==> config.mk <==
export PLATFORM = sky130hd
export DESIGN_NAME = uart_rx_fifo
export DESIGN_NICKNAME = d
export VERILOG_FILES = /design/src/rtl/uart_pkg.sv /design/src/rtl/sync_fifo.sv /design/src/rtl/uart_rx_fifo.sv
export SDC_FILE = /design/constraint.sdc
export NUM_CORES = 1
export LEC_CHECK = 0
export ABC_CLOCK_PERIOD_IN_PS = 3210
export BUFFER_PORTS_ARGS = -buffer_cell sky130_fd_sc_hd__buf_2
export CORE_MARGIN = 1
export CORE_UTILIZATION = 35
export DETAILED_ROUTE_END_ITERATION = 16
export PLACE_DENSITY = 0.51
export SYNTH_ARGS = -nofsm -noshare
export SYNTH_HDL_FRONTEND = slang
export SYNTH_SLANG_ARGS = --single-unit
==> constraint.sdc <==
create_clock -name I_sys_clk -period 3.21 [get_ports I_sys_clk]
set_input_delay 0.4815 -clock I_sys_clk [delete_from_list [all_inputs] [get_ports I_sys_clk]]
set_output_delay 0.4815 -clock I_sys_clk [all_outputs]
set_load 0.02 [all_outputs]
==> src/rtl/uart_pkg.sv <==
// Shared types and helpers for the UART receive path: parity-mode codes,
// receiver FSM states and the 2-of-3 vote used when oversample voting is built in.
package uart_pkg;

  localparam int PARITY_NONE = 0;
  localparam int PARITY_EVEN = 1;
  localparam int PARITY_ODD  = 2;

  typedef enum logic [2:0] {
    IDLE   = 3'd0,
    START  = 3'd1,
    DATA   = 3'd2,
    PARITY = 3'd3,
    STOP   = 3'd4
  } rx_state_e;

  function automatic logic maj3(input logic a, input logic b, input logic c);
    return (a & b) | (a & c) | (b & c);
  endfunction

endpackage

==> src/rtl/sync_fifo.sv <==
// Synchronous FIFO with registered occupancy; a push into a full FIFO is
// accepted when a pop happens in the same cycle.
module sync_fifo #(
  parameter int WIDTH = 8,
  parameter int DEPTH = 4
) (
  input  logic                     clk,
  input  logic                     rst_n,
  input  logic                     push,
  input  logic [WIDTH-1:0]         push_data,
  input  logic                     pop,
  output logic [WIDTH-1:0]         pop_data,
  output logic                     full,
  output logic                     empty,
  output logic [$clog2(DEPTH):0]   count
);

  localparam int AW = $clog2(DEPTH);
  localparam logic [AW:0] DEPTH_C = (AW+1)'(DEPTH);

  logic [WIDTH-1:0] mem_r [DEPTH];
  logic [AW-1:0]    wr_ptr_r;
  logic [AW-1:0]    rd_ptr_r;
  logic [AW:0]      count_r;
  logic             push_s;
  logic             pop_s;

  // Qualify requests against occupancy.
  always_comb begin
    full   = (count_r == DEPTH_C);
    empty  = (count_r == '0);
    pop_s  = pop && !empty;
    push_s = push && (!full || pop_s);
  end

  assign count    = count_r;
  assign pop_data = mem_r[rd_ptr_r];

  // Storage, pointers (wrapping naturally at DEPTH) and occupancy.
  always_ff @(posedge clk) begin
    if (!rst_n) begin
      wr_ptr_r <= '0;
      rd_ptr_r <= '0;
      count_r  <= '0;
      for (int i = 0; i < DEPTH; i++) begin
        mem_r[i] <= '0;
      end
    end else begin
      if (push_s) begin
        mem_r[wr_ptr_r] <= push_data;
        wr_ptr_r        <= wr_ptr_r + 1'b1;
      end
      if (pop_s) begin
        rd_ptr_r <= rd_ptr_r + 1'b1;
      end
      case ({push_s, pop_s})
        2'b10:   count_r <= count_r + 1'b1;
        2'b01:   count_r <= count_r - 1'b1;
        default: count_r <= count_r;
      endcase
    end
  end

endmodule

==> src/rtl/uart_rx_fifo.sv <==
// Parametrised UART receiver with free-running oversample tick and receive FIFO.
// Define UART_RX_MAJORITY_VOTE_EN to decide each bit by a 2-of-3 vote around its centre.
module uart_rx_fifo
  import uart_pkg::*;
#(
  parameter int CLKS_PER_TICK = 651,
  parameter int OVERSAMPLE    = 16,
  parameter int DATA_BITS     = 8,
  parameter int PARITY_MODE   = 0,
  parameter int STOP_BITS     = 1,
  parameter int FIFO_DEPTH    = 8
) (
  input  logic                          I_sys_clk,
  input  logic                          I_on_board_reset_n,
  input  logic                          I_rx_serial_data,
  output logic [DATA_BITS-1:0]          o_rx_data,
  output logic                          o_rx_valid,
  input  logic                          I_rx_ready,
  output logic                          o_baud_tick,
  output logic                          o_frame_err,
  output logic                          o_parity_err,
  output logic                          o_overflow,
  output logic [$clog2(FIFO_DEPTH):0]   o_fifo_count
);

  localparam int TW = $clog2(CLKS_PER_TICK);
  localparam int OW = $clog2(OVERSAMPLE);

`ifdef UART_RX_MAJORITY_VOTE_EN
  localparam int LAG_C = 1;
`else
  localparam int LAG_C = 0;
`endif

  // The voted decision needs the tick after the centre, so every sample slides by LAG_C.
  localparam logic [OW-1:0] HALF_C = OW'(OVERSAMPLE/2 - 2 + LAG_C);
  localparam logic [OW-1:0] FULL_C = OW'(OVERSAMPLE - 1);

  logic            sync1_r;
  logic            sync2_r;
  logic [TW-1:0]   tick_cnt_r;
  rx_state_e       state_r;
  logic [OW-1:0]   os_cnt_r;
  logic [3:0]      bit_cnt_r;
  logic            stop_cnt_r;
  logic [DATA_BITS-1:0] data_r;
  logic            par_bit_r;
  logic            frame_err_r;

  logic            rx_s;
  logic            bit_s;
  logic            sample_s;
  logic            final_stop_s;
  logic            frame_err_s;
  logic            parity_bad_s;
  logic            push_s;
  logic            pop_s;
  logic            fifo_full_s;
  logic            fifo_empty_s;

  // Two-flop synchroniser on the asynchronous serial line.
  always_ff @(posedge I_sys_clk) begin
    if (!I_on_board_reset_n) begin
      sync1_r <= 1'b1;
      sync2_r <= 1'b1;
    end else begin
      sync1_r <= I_rx_serial_data;
      sync2_r <= sync1_r;
    end
  end

  assign rx_s = sync2_r;

  // Free-running tick divider; the tick flop is high while the counter sits at its last value.
  always_ff @(posedge I_sys_clk) begin
    if (!I_on_board_reset_n) begin
      tick_cnt_r  <= '0;
      o_baud_tick <= 1'b0;
    end else begin
      tick_cnt_r  <= (tick_cnt_r == TW'(CLKS_PER_TICK - 1)) ? '0 : tick_cnt_r + 1'b1;
      o_baud_tick <= (tick_cnt_r == TW'(CLKS_PER_TICK - 2));
    end
  end

`ifdef UART_RX_MAJORITY_VOTE_EN
  logic [1:0] vote_r;

  // Line history at the two previous ticks.
  always_ff @(posedge I_sys_clk) begin
    if (!I_on_board_reset_n) begin
      vote_r <= 2'b11;
    end else if (o_baud_tick) begin
      vote_r <= {vote_r[0], rx_s};
    end else begin
      vote_r <= vote_r;
    end
  end

  assign bit_s = maj3(vote_r[1], vote_r[0], rx_s);
`else
  assign bit_s = rx_s;
`endif

  // Sample strobes and frame-completion decision.
  always_comb begin
    case (state_r)
      START:               sample_s = o_baud_tick && (os_cnt_r == HALF_C);
      DATA, PARITY, STOP:  sample_s = o_baud_tick && (os_cnt_r == FULL_C);
      default:             sample_s = 1'b0;
    endcase
    final_stop_s = sample_s && (state_r == STOP) && (stop_cnt_r == 1'(STOP_BITS - 1));
    frame_err_s  = frame_err_r | ~bit_s;
    if (PARITY_MODE == PARITY_NONE) begin
      parity_bad_s = 1'b0;
    end else begin
      parity_bad_s = ((^data_r) ^ par_bit_r) != (PARITY_MODE == PARITY_ODD);
    end
    push_s = final_stop_s && !frame_err_s && !parity_bad_s;
    pop_s  = o_rx_valid && I_rx_ready;
  end

  // Receiver FSM with registered status pulses.
  always_ff @(posedge I_sys_clk) begin
    if (!I_on_board_reset_n) begin
      state_r      <= IDLE;
      os_cnt_r     <= '0;
      bit_cnt_r    <= 4'd0;
      stop_cnt_r   <= 1'b0;
      data_r       <= '0;
      par_bit_r    <= 1'b0;
      frame_err_r  <= 1'b0;
      o_frame_err  <= 1'b0;
      o_parity_err <= 1'b0;
      o_overflow   <= 1'b0;
    end else begin
      o_frame_err  <= final_stop_s && frame_err_s;
      o_parity_err <= final_stop_s && !frame_err_s && parity_bad_s;
      o_overflow   <= push_s && fifo_full_s && !pop_s;
      case (state_r)
        IDLE: begin
          if (o_baud_tick && !rx_s) begin
            state_r  <= START;
            os_cnt_r <= '0;
          end
        end
        START: begin
          if (sample_s) begin
            os_cnt_r  <= '0;
            bit_cnt_r <= 4'd0;
            state_r   <= bit_s ? IDLE : DATA;
          end else if (o_baud_tick) begin
            os_cnt_r <= os_cnt_r + 1'b1;
          end
        end
        DATA: begin
          if (sample_s) begin
            os_cnt_r <= '0;
            data_r   <= {bit_s, data_r[DATA_BITS-1:1]};
            if (bit_cnt_r == 4'(DATA_BITS - 1)) begin
              bit_cnt_r   <= 4'd0;
              stop_cnt_r  <= 1'b0;
              frame_err_r <= 1'b0;
              state_r     <= (PARITY_MODE == PARITY_NONE) ? STOP : PARITY;
            end else begin
              bit_cnt_r <= bit_cnt_r + 1'b1;
            end
          end else if (o_baud_tick) begin
            os_cnt_r <= os_cnt_r + 1'b1;
          end
        end
        PARITY: begin
          if (sample_s) begin
            os_cnt_r  <= '0;
            par_bit_r <= bit_s;
            state_r   <= STOP;
          end else if (o_baud_tick) begin
            os_cnt_r <= os_cnt_r + 1'b1;
          end
        end
        STOP: begin
          if (final_stop_s) begin
            state_r <= IDLE;
          end else if (sample_s) begin
            os_cnt_r    <= '0;
            stop_cnt_r  <= stop_cnt_r + 1'b1;
            frame_err_r <= frame_err_s;
          end else if (o_baud_tick) begin
            os_cnt_r <= os_cnt_r + 1'b1;
          end
        end
        default: state_r <= IDLE;
      endcase
    end
  end

  sync_fifo #(
    .WIDTH (DATA_BITS),
    .DEPTH (FIFO_DEPTH)
  ) u_fifo (
    .clk       (I_sys_clk),
    .rst_n     (I_on_board_reset_n),
    .push      (push_s),
    .push_data (data_r),
    .pop       (pop_s),
    .pop_data  (o_rx_data),
    .full      (fifo_full_s),
    .empty     (fifo_empty_s),
    .count     (o_fifo_count)
  );

  assign o_rx_valid = !fifo_empty_s;

endmodule
==> Word level (Yosys, flattened, before mapping) <==
Memories as Yosys holds them, arrays and structs flattened. A register that Yosys moved wholly into a read port is not among the register bits.
Cells that the tools add are included.
{ "word_totals": {"register_bits": 46, "mem_bits_rw": 64, "word_cells": 117, "memories": 1} }
{ "op_classes": {"addsub": 8, "n_eq_ne": 20, "n_mux": 36, "n_bitwise": 4, "reduce_logical": 33} }
{ "mem_list": {"columns": ["memory", "words", "width", "rd", "rd_clocked_by_memory_dff", "wr", "line_no", "source"], "rows": [
  ["u_fifo.mem_r", 8, 8, 1, 1, 8, "sync_fifo.sv:21", "logic [WIDTH-1:0] mem_r [DEPTH];"]
]} }
{ "ops": {"columns": ["op", "n"], "rows": [
  ["2-to-1 mux 4 bit", 7],
  ["2-to-1 mux 3 bit", 9],
  ["== test 10 bit (second input constant)", 2],
  ["inequality test 2 bit (second input constant)", 8],
  ["one-hot mux 4 bit (2 select lines)", 2],
  ["one-hot mux 3 bit (5 select lines)", 1],
  ["adder 4 x 1 -> 4 bit (second input constant)", 3],
  ["logical AND 1 bit", 12],
  ["one-hot mux 4 bit (3 select lines)", 1],
  ["2-to-1 mux 1 bit", 11],
  ["adder 10 x 1 -> 10 bit (second input constant)", 1],
  ["== test 4 x 3 -> 1 bit (second input constant)", 2],
  ["== test 4 bit (second input constant)", 2],
  ["2-to-1 mux 8 bit", 1],
  ["OR reduction 8 bit", 1],
  ["adder 3 x 1 -> 3 bit (second input constant)", 2],
  ["== test 3 x 2 -> 1 bit (second input constant)", 2],
  ["one-hot mux 1 bit (2 select lines)", 3],
  ["AND reduction 3 bit", 2],
  ["AND reduction 6 bit", 1],
  ["nonzero test 2 bit", 3],
  ["OR reduction 3 bit", 2],
  ["zero test 1 bit", 5],
  ["AND reduction 5 bit", 1],
  ["15 further kinds", 17]
]} }

==> Longest topological paths before layout <==
Gate-level depths: netlist (run 1).
{ "logic_depth": {"word_depth": 12, "ltp_mapped": 11} }

==> Cells and area by module <==
Synthesis (run 1) repeated with hierarchy kept, for this count alone.
{ "hier_totals": {"cells_unflattened": 462, "area_unflattened_um2": 5261.3} }
{ "modules_own_cells": {"columns": ["module", "n_inst", "cells_each", "area_each_um2", "seq_area_each_um2"], "rows": [
  ["sync_fifo", 1, 268, 3545.9, 2182.1],
  ["uart_rx_fifo", 1, 194, 1715.4, 720.7]
]} }

==> Least setup slack after synthesis (run 1) <==
Ideal clock, no wire load.
{ "synth_timing": {"path_kind": "register to output", "startpoint": "register (tool-made name)", "endpoint": "output port o_rx_data[0]", "t_arrival_ns": 2.094, "required_ns": 2.728, "path_slack_ns": 0.635, "stages_incl_launch_ff": 5, "n_path_buf": 2, "cell_sequence": "dfxtp_1 clkbuf_1 buf_1 mux4_2 mux2_2"} }
{ "synth_rtl": {"columns": ["item", "line_no", "source"], "rows": [
  ["end: declaration", "uart_rx_fifo.sv:16", "output logic [DATA_BITS-1:0] o_rx_data,"]
]} }

==> results of run 1 <==
-- per-layer routing --
metal  share of wire (%)  vias to the layer above  wire length [um]  track usage [%]
met2                  48                       76              5420             26.3
li1                    -                     1671                 -                -
met3                 4.0                       15               457             4.88
met1                  47                     1642              5270             21.5
met4                 1.6                        0               178             6.33
met5                   0                        -                 0                0
-- report_power, final --
| part | switching (uW) | leakage (uW) | internal (uW) | total, uW |
|---|---|---|---|---|
| clock network | 620 | 0.000272 | 1110 | 1730 |
| registers | 33.0 | 0.00100 | 1580 | 1620 |
| logic | 130 | 0.000730 | 105 | 235 |
-- cells by family (layout without fill, tap and decap cells) --
group / count (synthesis) / in the layout / synth area share, %
flops: 113 / 113 / 56.9
fa+ha+maj: 8 / 8 / 1.96
xor+xnor: 13 / 13 / 2.23
buf+inv: 29 / 69 / 2.65
compound gates: 39 / 39 / 5.01
mux: 37 / 37 / 11.4
simple gates: 207 / 207 / 19.8
other cells: 1 / 1 / 0.0735
-- through the flow --
step / hold WS, ns / setup WS, ns / total power [uW] / util [%] / area [um2]
after global routing: 0.260 / 0.108 / 3700 / 42.3 / 5930
after floorplan: 0.386 / 0.635 / 1810 / - / 5100
final: 0.252 / 0.298 / 3580 / 42.3 / 5930
after global placement: 0.391 / 0.387 / 1880 / 38.3 / 5380
after detailed placement: 0.392 / 0.313 / 1880 / 38.3 / 5380
after CTS: 0.239 / 0.292 / 3620 / 42.3 / 5930
-- sequential cells by signal, indices dropped and copies added (netlist names), 4 cells and up, named ones only --
signal        flops
os_cnt_r          4
tick_cnt_r       10
data_r            8
u_fifo.count      4
u_fifo.mem_r     64
bit_cnt_r         4
-- synthesized netlist by cell type, drive strengths merged, types with 3 or more instances --
library cell	count
and3	6
o31ai	3
nor2b	4
mux4	16
nand2	39
mux2	8
or3	4
or4	5
xor2	7
ha	8
nand2b	6
xnor2	6
dfxtp	49
inv	10
o21ai	4
or3b	3
nor2	98
nand3b	5
a21oi	16
buf	11
and4	4
edfxtp	64
nor4b	6
clkbuf	8
nor3	4
mux2i	13
nand3	13
-- final timing paths --
kind / start / endpoint / slack [ns] / depth (start not counted)
worst min register to register: sync1_r / bit_s / 0.41 / 1
worst max-delay path: state_r[2] / u_fifo.mem_r[6][3] / 0.30 / 5
worst max register to register: state_r[2] / u_fifo.mem_r[6][3] / 0.30 / 5
worst min-delay path: I_rx_serial_data / sync1_r / 0.25 / 2
-- cell type report --
type                    count  share of cell area [%]
multi-input cells         305                    34.7
clock buffers              27                    8.83
inverters                  10                   0.633
repair buffers             27                    2.61
clock inverters             5                   0.464
well taps                 180                    3.80
flip-flops and latches    113                    48.9
==> reports/qor.json, run 1 <==
{
  "finalWirelength": {"value": 11300, "unit": "um"},
  "p_leak": {"value": 0.00201, "unit": "uW"},
  "cp.buffers_inverters": {"value": 0},
  "worst_setup_path_class": {"value": "flip-flop to flip-flop"},
  "cts_hold_buf": {"value": 0},
  "period_minus_slack": {"value": 2.91, "unit": "ns"},
  "yosys_warnings": {"value": 0},
  "timing_worst_slew_pin_value": {"value": 0.820, "unit": "ns"},
  "timing.critical_path.mode_cell": {"value": "nand2_1"},
  "max-slew-margin-rel": {"value": 45.3, "unit": "%"},
  "cp-end-kind": {"value": "flip-flop"},
  "grt_antenna_before_repair": {"value": 0},
  "cts_made_buffers": {"value": 17},
  "die_width": {"value": 123, "unit": "um"},
  "core-area": {"value": 14000, "unit": "um2"},
  "vias": {"value": 3404},
  "ys_seq_elements": {"value": 113},
  "worst_path_dominant_cell_family": {"value": "simple AND/OR/NAND/NOR gates"},
  "synth_top_cell_area_share": {"value": 37.7, "unit": "%"},
  "post_synth_edffs": {"value": 64},
  "sequential_fraction_of_the_synthesis_area": {"value": 56.9, "unit": "%"},
  "leading_cell_types_in_the_layout_fill_and_taps_excluded": {"value": "nor2_1, edfxtp_1, dfxtp_1"},
  "final_common_cell": {"value": "nor2_1"},
  "netlist_area_before_placement": {"value": 5100, "unit": "um2"},
  "first_global_vias": {"value": 3283},
  "post_drt_via_cell_ratio": {"value": 5.10},
  "postRouteAntennaNets": {"value": 0},
  "hold_class": {"value": "input port to flip-flop"},
  "synth_unique_cells": {"value": 56},
  "clockRootBuffer": {"value": "clkbuf_16"},
  "globalplace.congestion": {"value": 0.859},
  "cts_tree": {"value": "built"},
  "vdd_ir_drop_max": {"value": 0.218, "unit": "mV"},
  "status": {"value": "complete, no violations"},
  "grt_first_pass_wirelength": {"value": 17900, "unit": "um"},
  "yosys-top-cells-area": {"value": "edfxtp_1, dfxtp_1, nor2_1"},
  "chipHeight": {"value": 123, "unit": "um"},
  "nNetsFinal": {"value": 486},
  "p_per_area": {"value": 603, "unit": "nW/um2"},
  "multi_input_comb_area": {"value": 2060, "unit": "um2"},
  "timing.fmax": {"value": 343, "unit": "MHz"},
  "asyncSetResetFlopFracSynth": {"value": 0, "unit": "%"},
  "cts_resized": {"value": 0},
  "clock_sink_count": {"value": 113},
  "placementRows": {"value": 43},
  "grt_max_degree": {"value": 24},
  "clk_pin_slew": {"value": 0.05, "unit": "ns"},
  "report.final.setup_viol": {"value": 0},
  "initial_standard_cell_utilization_of_the_core": {"value": 36.3, "unit": "%"},
  "drt_first_pass_iters": {"value": 4},
  "critPathRequiredTime": {"value": 3.29, "unit": "ns"},
  "clock_insertion_delay_worst_skew": {"value": 0.41, "unit": "ns"},
  "cts-htree-levels": {"value": 4},
  "clock-skew-final": {"value": 0.00865, "unit": "ns"},
  "synth_cells": {"value": 447},
  "slew_viol_final": {"value": 0},
  "hold_viol_final": {"value": 0},
  "layout_cell_share_with_drive_strength_beyond_1": {"value": 18.1, "unit": "%"},
  "stdcell_count": {"value": 667},
  "globalRouteOverflowTotal": {"value": 0},
  "final.period_utilization": {"value": 90.7, "unit": "%"},
  "num-fill-cells": {"value": 1302},
  "grt_setup_unrepaired": {"value": "no"},
  "number_of_buffers_inserted_to_repair_setup_after_cts": {"value": 0},
  "post_synth.cell_area_avg": {"value": 11.4, "unit": "um2"},
  "crit_chain": {"value": "or3b_4 > o211a_1 > nor4b_2 > nand2_1 > nand2_1"},
  "syn_nets": {"value": 459},
  "antenna-diode-count": {"value": 0},
  "max-cap-violations": {"value": 0},
  "wire_per_inst": {"value": 17.0, "unit": "um"},
  "io_pins": {"value": 21},
  "detail_route.iter0.violations": {"value": 162},
  "fin_tns_setup": {"value": 0, "unit": "ns"},
  "ctsLongestPathBuffers": {"value": 2},
  "area_growth": {"value": 16.4, "unit": "%"},
  "drc_violation_count_after_routing": {"value": 0},
  "synth_ff_type": {"value": "edfxtp_1"},
  "die_area": {"value": 15100, "unit": "um2"},
  "cpMaxStageDelayCell": {"value": "dfxtp_1"},
  "total_routing_resource_utilization_after_global_routing": {"value": 16.7, "unit": "%"},
  "post-dp-hpwl": {"value": 7700, "unit": "um"},
  "sort_of_element_at_the_start_of_the_critical_path": {"value": "flip-flop"},
  "critical_path.max_fanout": {"value": 14},
  "synth_area_leader_cell": {"value": "edfxtp_1"},
  "seq_area": {"value": 2900, "unit": "um2"},
  "post-place-cells": {"value": 635},
  "max_stage_delay": {"value": 0.55, "unit": "ns"},
  "port_buffers": {"value": 19},
  "worst-endpoint-arrival": {"value": 2.99, "unit": "ns"}
}
(Power assumes the default switching activity.)
==> run 2: changes to the inputs <==
==> constraint.sdc (replaced) <==
create_clock -name I_sys_clk -period 3.21 [get_ports I_sys_clk]
set_input_delay 0.321 -clock I_sys_clk [delete_from_list [all_inputs] [get_ports I_sys_clk]]
set_output_delay 0.321 -clock I_sys_clk [all_outputs]
set_load 0.02 [all_outputs]
==> run 2 against run 1 <==
Global-route usage decreased by 0.43 points. Clock skew about the same. Hold slack worse by 0.16 ns. Wire length decreased by 1.6%.
==> reports/qor.json, run 2 (same netlist as run 1, synthesis figures left out) <==
{
  "port_buffers": {"value": 19, "change": "unchanged"},
  "vias": {"value": 3402, "change": "-0.059%"},
  "grt_max_degree": {"value": 20, "change": "-17%"},
  "sort_of_element_at_the_start_of_the_critical_path": {"value": "flip-flop"},
  "worst-endpoint-arrival": {"value": 2.84, "unit": "ns", "change": "-0.15 ns"},
  "clock_sink_count": {"value": 113, "change": "unchanged"},
  "clk_pin_slew": {"value": 0.05, "unit": "ns", "change": "about the same"},
  "top_register": {"value": "u_fifo.mem_r"},
  "largest_registers": {"value": "u_fifo.mem_r x64, tick_cnt_r x10, data_r x8"},
  "hold_viol_final": {"value": 0, "change": "unchanged"},
  "stdcell_count": {"value": 671, "change": "+0.60%"},
  "num-fill-cells": {"value": 1307, "change": "+0.38%"},
  "slew_viol_final": {"value": 0, "change": "unchanged"},
  "clockRootBuffer": {"value": "clkbuf_16"},
  "die_area": {"value": 15100, "unit": "um2", "change": "unchanged"},
  "final.period_utilization": {"value": 86.1, "unit": "%", "change": "-4.6 points"},
  "chipHeight": {"value": 123, "unit": "um", "change": "unchanged"},
  "p_int": {"value": 2810, "unit": "uW", "change": "+0.58%"},
  "largest_register_ffs": {"value": 64, "change": "unchanged"},
  "final_common_cell": {"value": "nor2_1"},
  "finalWirelength": {"value": 11100, "unit": "um", "change": "-1.6%"},
  "clock-skew-final": {"value": 0.00881, "unit": "ns", "change": "+0.000168 ns"},
  "timing_worst_slew_pin_value": {"value": 0.799, "unit": "ns", "change": "-0.0204 ns"},
  "leading_cell_types_in_the_layout_fill_and_taps_excluded": {"value": "nor2_1, edfxtp_1, dfxtp_1"},
  "post-place-cells": {"value": 639, "change": "+0.63%"},
  "critical_path.max_fanout": {"value": 14, "change": "unchanged"},
  "hold_class": {"value": "input port to flip-flop"},
  "max-cap-violations": {"value": 0, "change": "unchanged"},
  "wire_per_inst": {"value": 16.6, "unit": "um", "change": "-2.2%"},
  "p_leak": {"value": 0.00202, "unit": "uW", "change": "+0.74%"},
  "p_per_area": {"value": 602, "unit": "nW/um2", "change": "about the same"},
  "globalRouteOverflowTotal": {"value": 0, "change": "unchanged"},
  "detail_route.iter0.violations": {"value": 223, "change": "+38%"},
  "worst_setup_path_class": {"value": "flip-flop to flip-flop"},
  "antenna-diode-count": {"value": 0, "change": "unchanged"},
  "drt_first_pass_iters": {"value": 5, "change": "+1"},
  "globalplace.congestion": {"value": 0.881, "change": "+2.5%"},
  "clock_insertion_delay_worst_skew": {"value": 0.40, "unit": "ns", "change": "about the same"},
  "cts_hold_buf": {"value": 0, "change": "unchanged"},
  "postRouteAntennaNets": {"value": 0, "change": "unchanged"},
  "worst_case_setup_slack_after_placement": {"value": 0.435, "unit": "ns", "change": "+0.122 ns"},
  "cts_made_buffers": {"value": 17, "change": "unchanged"},
  "p_clk_share": {"value": 48.5, "unit": "%", "change": "+0.2 points"},
  "layout_cell_share_with_drive_strength_beyond_1": {"value": 18.5, "unit": "%", "change": "+0.46 points"},
  "placementRows": {"value": 43, "change": "unchanged"},
  "report.final.setup_viol": {"value": 0, "change": "unchanged"},
  "core-area": {"value": 14000, "unit": "um2", "change": "unchanged"},
  "die_width": {"value": 123, "unit": "um", "change": "unchanged"},
  "post-dp-hpwl": {"value": 7820, "unit": "um", "change": "+1.6%"},
  "sw_frac_of_total": {"value": 21.8, "unit": "%", "change": "-0.11 points"},
  "timing.fmax": {"value": 362, "unit": "MHz", "change": "+5.4%"},
  "p_seq_share": {"value": 44.9, "unit": "%", "change": "-0.3 points"},
  "fin_tns_setup": {"value": 0, "unit": "ns", "change": "unchanged"},
  "sw_power": {"value": 783, "unit": "uW", "change": "about the same"},
  "grt_first_pass_wirelength": {"value": 17800, "unit": "um", "change": "-1.0%"},
  "vdd_ir_drop_max": {"value": 0.350, "unit": "mV", "change": "+61%"},
  "period_minus_slack": {"value": 2.76, "unit": "ns", "change": "-0.148 ns"},
  "io_pins": {"value": 21, "change": "unchanged"},
  "p_comb_share": {"value": 6.6, "unit": "%", "change": "about the same"},
  "finalWorstSetupSlack": {"value": 0.446, "unit": "ns", "change": "+0.148 ns"},
  "status": {"value": "complete, no violations"},
  "max-slew-margin-rel": {"value": 46.6, "unit": "%", "change": "+1.4 points"},
  "drc_violation_count_after_routing": {"value": 0, "change": "unchanged"},
  "critPathRequiredTime": {"value": 3.28, "unit": "ns", "change": "about the same"},
  "totalPowerFinal": {"value": 3590, "unit": "uW", "change": "+0.45%"},
  "cts-htree-levels": {"value": 4, "change": "unchanged"},
  "initial_standard_cell_utilization_of_the_core": {"value": 36.3, "unit": "%", "change": "unchanged"},
  "post_drt_via_cell_ratio": {"value": 5.07, "change": "-0.65%"},
  "grt_setup_unrepaired": {"value": "no"},
  "number_of_buffers_inserted_to_repair_setup_after_cts": {"value": 0, "change": "unchanged"},
  "area_growth": {"value": 17.0, "unit": "%"},
  "total_routing_resource_utilization_after_global_routing": {"value": 16.2, "unit": "%", "change": "-0.43 points"},
  "cp-end-kind": {"value": "flip-flop"},
  "cts_resized": {"value": 0, "change": "unchanged"},
  "grt_antenna_before_repair": {"value": 0, "change": "unchanged"},
  "nNetsFinal": {"value": 490, "change": "+0.82%"},
  "cts_tree": {"value": "built"},
  "first_global_vias": {"value": 3395, "change": "+3.4%"},
  "ctsLongestPathBuffers": {"value": 2, "change": "unchanged"}
}
==> run 2: worst paths after layout <==
| kind | start | endpoint | slack, ns | cells after the start |
|---|---|---|---|---|
| worst max-delay path | state_r[2] | u_fifo.mem_r[1][4] | 0.45 | 5 |
| worst min-delay path | I_rx_serial_data | sync1_r | 0.1 | 2 |
| worst max register to register | state_r[2] | u_fifo.mem_r[1][4] | 0.45 | 5 |
| worst min register to register | sync1_r | bit_s | 0.41 | 1 |
==> run 2: routing by layer <==
layer  global-route usage [%]  up-vias  wire, um
met3                     5.34        2       407
met5                        0        -         0
met1                     20.1     1656      5140
met2                     27.0       66      5570
li1                         -     1678         -
met4                     4.57        0        24
==> run 2: power groups by stage <==
stage	combinational, uW	clock [uW]	sequential, uW
after floorplan	176	0	1630
after global placement	236	0	1640
after CTS	241	1780	1620
after detailed placement	240	0	1640
final	236	1740	1610
after global routing	255	1840	1620
==> run 2: cell type report <==
class | instances | area (um2) | area share [%]
timing repair buffer | 31 | 185 | 3.10
tap | 180 | 225 | 3.78
sequential | 113 | 2900 | 48.7
clock inverter | 13 | 120 | 2.01
multi-input combinational | 305 | 2060 | 34.6
clock buffer | 19 | 433 | 7.26
inverter | 10 | 37.5 | 0.629
==> run 2: per-stage QoR <==
step / utilization (%) / instance area (um2) / hold slack [ns]
floorplan: - / 5100 / 0.386
global placement: 38.5 / 5410 / 0.390
detailed placement: 38.5 / 5410 / 0.403
CTS: 42.5 / 5970 / 0.0833
global route: 42.5 / 5970 / 0.0908
finish: 42.5 / 5970 / 0.0962
==> run 2: worst max-delay path: stages, from the launching register on <==
cell	delay, ns
dfxtp_1	0.54
or3b_4	0.44
o211a_1	0.35
nor4_2	0.46
nand2_1	0.30
nand2_1	0.34
==> run 3: changes to the inputs <==
--- a/config.mk
+++ b/config.mk
@@ -7,10 +7,13 @@
 export LEC_CHECK = 0
 export ABC_CLOCK_PERIOD_IN_PS = 3210
 export BUFFER_PORTS_ARGS = -buffer_cell sky130_fd_sc_hd__buf_2
+export CELL_PAD_IN_SITES_DETAIL_PLACEMENT = 1
+export CELL_PAD_IN_SITES_GLOBAL_PLACEMENT = 1
 export CORE_MARGIN = 1
 export CORE_UTILIZATION = 35
 export DETAILED_ROUTE_END_ITERATION = 16
-export PLACE_DENSITY = 0.51
+export PLACE_DENSITY = 0.6
 export SYNTH_ARGS = -nofsm -noshare
 export SYNTH_HDL_FRONTEND = slang
 export SYNTH_SLANG_ARGS = --single-unit
+export TNS_END_PERCENT = 5
==> run 3 against run 2 <==
Fmax about the same. Die area did not move. Power increased by 6.9%. Register-to-register slack about the same. Hold slack better by 0.0033 ns. Combinational power barely moved. Via count is 4.0% higher. Largest cell class unchanged. Cell area increased by 1.3%. Clock skew rose by 0.0034 ns.
==> reports/qor.json, run 3 (same netlist as run 1, synthesis figures left out) <==
{
  "status": {"value": "complete, no violations"},
  "core-area": {"value": 14000, "unit": "um2", "change": "unchanged"},
  "p_int": {"value": 3020, "unit": "uW", "change": "+7.5%"},
  "largest_register_ffs": {"value": 64, "change": "unchanged"},
  "top_register": {"value": "u_fifo.mem_r"},
  "first_global_vias": {"value": 3582, "change": "+5.5%"},
  "cts_resized": {"value": 0, "change": "unchanged"},
  "vdd_ir_drop_max": {"value": 0.324, "unit": "mV", "change": "-7.5%"},
  "max_stage_delay": {"value": 0.56, "unit": "ns", "change": "+0.02 ns"},
  "hold_class": {"value": "input port to flip-flop"},
  "grt_antenna_before_repair": {"value": 0, "change": "unchanged"},
  "clk_pin_slew": {"value": 0.05, "unit": "ns", "change": "about the same"},
  "cts-htree-levels": {"value": 4, "change": "unchanged"},
  "p_comb_share": {"value": 6.2, "unit": "%", "change": "-0.4 points"},
  "period_minus_slack": {"value": 2.77, "unit": "ns", "change": "+0.00271 ns"},
  "die_area": {"value": 15100, "unit": "um2", "change": "unchanged"},
  "finalWirelength": {"value": 12700, "unit": "um", "change": "+14%"},
  "post-dp-hpwl": {"value": 8790, "unit": "um", "change": "+12%"},
  "antenna-diode-count": {"value": 0, "change": "unchanged"},
  "max-cap-violations": {"value": 0, "change": "unchanged"},
  "layout_cell_share_with_drive_strength_beyond_1": {"value": 19.3, "unit": "%", "change": "+0.78 points"},
  "grt_max_degree": {"value": 24, "change": "+20%"},
  "clockRootBuffer": {"value": "clkbuf_16"},
  "clock-skew-final": {"value": 0.0122, "unit": "ns", "change": "+0.00343 ns"},
  "nNetsFinal": {"value": 491, "change": "+0.20%"},
  "timing.fmax": {"value": 361, "unit": "MHz", "change": "about the same"},
  "finalWorstSetupSlack": {"value": 0.443, "unit": "ns", "change": "-0.00271 ns"},
  "clock_sink_count": {"value": 113, "change": "unchanged"},
  "drt_first_pass_iters": {"value": 5, "change": "unchanged"},
  "globalRouteOverflowTotal": {"value": 0, "change": "unchanged"},
  "placementRows": {"value": 43, "change": "unchanged"},
  "fin_tns_setup": {"value": 0, "unit": "ns", "change": "unchanged"},
  "drc_violation_count_after_routing": {"value": 0, "change": "unchanged"},
  "p_clk_share": {"value": 51.6, "unit": "%", "change": "+3.1 points"},
  "cts_tree": {"value": "built"},
  "crit_chain": {"value": "or3b_4 > o211ai_1 > a21oi_1 > xnor2_1 > ha_1 > o21ai_0 > a21oi_1 > a21oi_1 > nor3_1 > a2111oi_0"},
  "detail_route.iter0.violations": {"value": 209, "change": "-6.3%"},
  "finalCoreUtilization": {"value": 43.0, "unit": "%", "change": "+0.55 points"},
  "number_of_buffers_inserted_to_repair_setup_after_cts": {"value": 0, "change": "unchanged"},
  "io_pins": {"value": 21, "change": "unchanged"},
  "p_per_area": {"value": 636, "unit": "nW/um2", "change": "+5.5%"},
  "hold_viol_final": {"value": 0, "change": "unchanged"},
  "sort_of_element_at_the_start_of_the_critical_path": {"value": "flip-flop"},
  "worst_setup_path_class": {"value": "flip-flop to flip-flop"},
  "timing.critical_path.mode_cell": {"value": "a21oi_1"},
  "cp-end-kind": {"value": "flip-flop"},
  "chipHeight": {"value": 123, "unit": "um", "change": "unchanged"},
  "port_buffers": {"value": 19, "change": "unchanged"},
  "area_growth": {"value": 18.5, "unit": "%"},
  "globalplace.congestion": {"value": 0.845, "change": "-4.0%"},
  "final_common_cell": {"value": "nor2_1"},
  "total_routing_resource_utilization_after_global_routing": {"value": 18.4, "unit": "%", "change": "+2.2 points"},
  "p_seq_share": {"value": 42.1, "unit": "%", "change": "-2.8 points"},
  "wire_per_inst": {"value": 18.9, "unit": "um", "change": "+14%"},
  "final.period_utilization": {"value": 86.2, "unit": "%", "change": "about the same"},
  "cts_hold_buf": {"value": 0, "change": "unchanged"},
  "p_leak": {"value": 0.00205, "unit": "uW", "change": "+1.7%"},
  "initial_standard_cell_utilization_of_the_core": {"value": 36.3, "unit": "%", "change": "unchanged"},
  "post_drt_via_cell_ratio": {"value": 5.26, "change": "+3.8%"},
  "grt_first_pass_wirelength": {"value": 19900, "unit": "um", "change": "+12%"},
  "vias": {"value": 3538, "change": "+4.0%"},
  "critical_path.max_fanout": {"value": 14, "change": "unchanged"},
  "setup.reg_to_reg.worst_slack": {"value": 0.44, "unit": "ns", "change": "about the same"},
  "critPathRequiredTime": {"value": 3.49, "unit": "ns", "change": "+0.21 ns"},
  "report.final.setup_viol": {"value": 0, "change": "unchanged"},
  "timing_worst_slew_pin_value": {"value": 0.886, "unit": "ns", "change": "+0.0867 ns"},
  "sw_power": {"value": 820, "unit": "uW", "change": "+4.7%"},
  "die_width": {"value": 123, "unit": "um", "change": "unchanged"},
  "slew_viol_final": {"value": 0, "change": "unchanged"},
  "postRouteAntennaNets": {"value": 0, "change": "unchanged"},
  "grt_setup_unrepaired": {"value": "no"},
  "clock_insertion_delay_worst_skew": {"value": 0.42, "unit": "ns", "change": "+0.02 ns"},
  "sw_frac_of_total": {"value": 21.3, "unit": "%", "change": "-0.45 points"},
  "totalPowerFinal": {"value": 3840, "unit": "uW", "change": "+6.9%"},
  "largest_registers": {"value": "u_fifo.mem_r x64, tick_cnt_r x10, data_r x8"},
  "worst-endpoint-arrival": {"value": 3.05, "unit": "ns", "change": "+0.21 ns"},
  "max-slew-margin-rel": {"value": 40.8, "unit": "%", "change": "-5.8 points"},
  "worst_case_setup_slack_after_placement": {"value": 0.432, "unit": "ns", "change": "-0.00263 ns"},
  "cts_made_buffers": {"value": 17, "change": "unchanged"},
  "ctsLongestPathBuffers": {"value": 2, "change": "unchanged"},
  "cpMaxStageDelayCell": {"value": "dfxtp_1"},
  "post_route_worst_hold_slack": {"value": 0.0994, "unit": "ns", "change": "+0.00327 ns"},
  "leading_cell_types_in_the_layout_fill_and_taps_excluded": {"value": "nor2_1, edfxtp_1, dfxtp_1"}
}
==> run 3: cell types whose count changed in the layout (fill, tap and decap cells not counted), sizes merged <==
cell,previous run,this run
buf,31,32
clkinvlp,1,2
clkinv,10,4
bufinv,2,4
clkbuf,19,22
==> run 3: area by class of cell <==
type / count / area (um2)
Clock inverter: 10 / 159
Clock buffer: 22 / 464
Tap cell: 180 / 225
Multi-Input combinational cell: 305 / 2060
Sequential cell: 113 / 2900
Timing Repair Buffer: 32 / 193
Inverter: 10 / 37.5
Fill cell: 1503 / 8000
==> run 3: critical path: cells and delay by family (launching register included) <==
kind                     cells  cell delay, ns
AO/OA/AOI/OAI                6            1.16
flip-flops                   1            0.56
AND/OR/NAND/NOR              2            0.50
adder cells (fa/ha/maj)      1            0.24
XOR/XNOR                     1            0.16
==> run 3: path summary, 6_finish.rpt <==
check                         from              end  cells past startpoint
hold reg to reg            sync1_r            bit_s                      1
hold / removal    I_rx_serial_data          sync1_r                      2
setup reg to reg        state_r[2]  u_fifo.count[2]                     10
setup / recovery        state_r[2]  u_fifo.count[2]                     10
==> run 3: power by group through the flow <==
stage	combinational [uW]	clock, uW	sequential (uW)
global route	261	2090	1620
floorplan	176	0	1630
global placement	238	0	1650
CTS	246	2020	1620
detailed placement	245	0	1650
finish	239	1980	1620
==> run 3: layer usage <==
layer,wire length [um],vias up,global-route usage (%)
met5,0,-,0
met4,69,0,7.77
met3,323,6,3.90
met2,6460,52,30.7
met1,5850,1811,23.0
li1,-,1669,-
==> run 3: through the flow <==
| stage | cells | area (um2) |
|---|---|---|
| after floorplan | 447 | 5100 |
| after CTS | 672 | 6040 |
| after global placement | 640 | 5420 |
| final | 672 | 6040 |
| after detailed placement | 640 | 5420 |
| after global routing | 672 | 6040 |
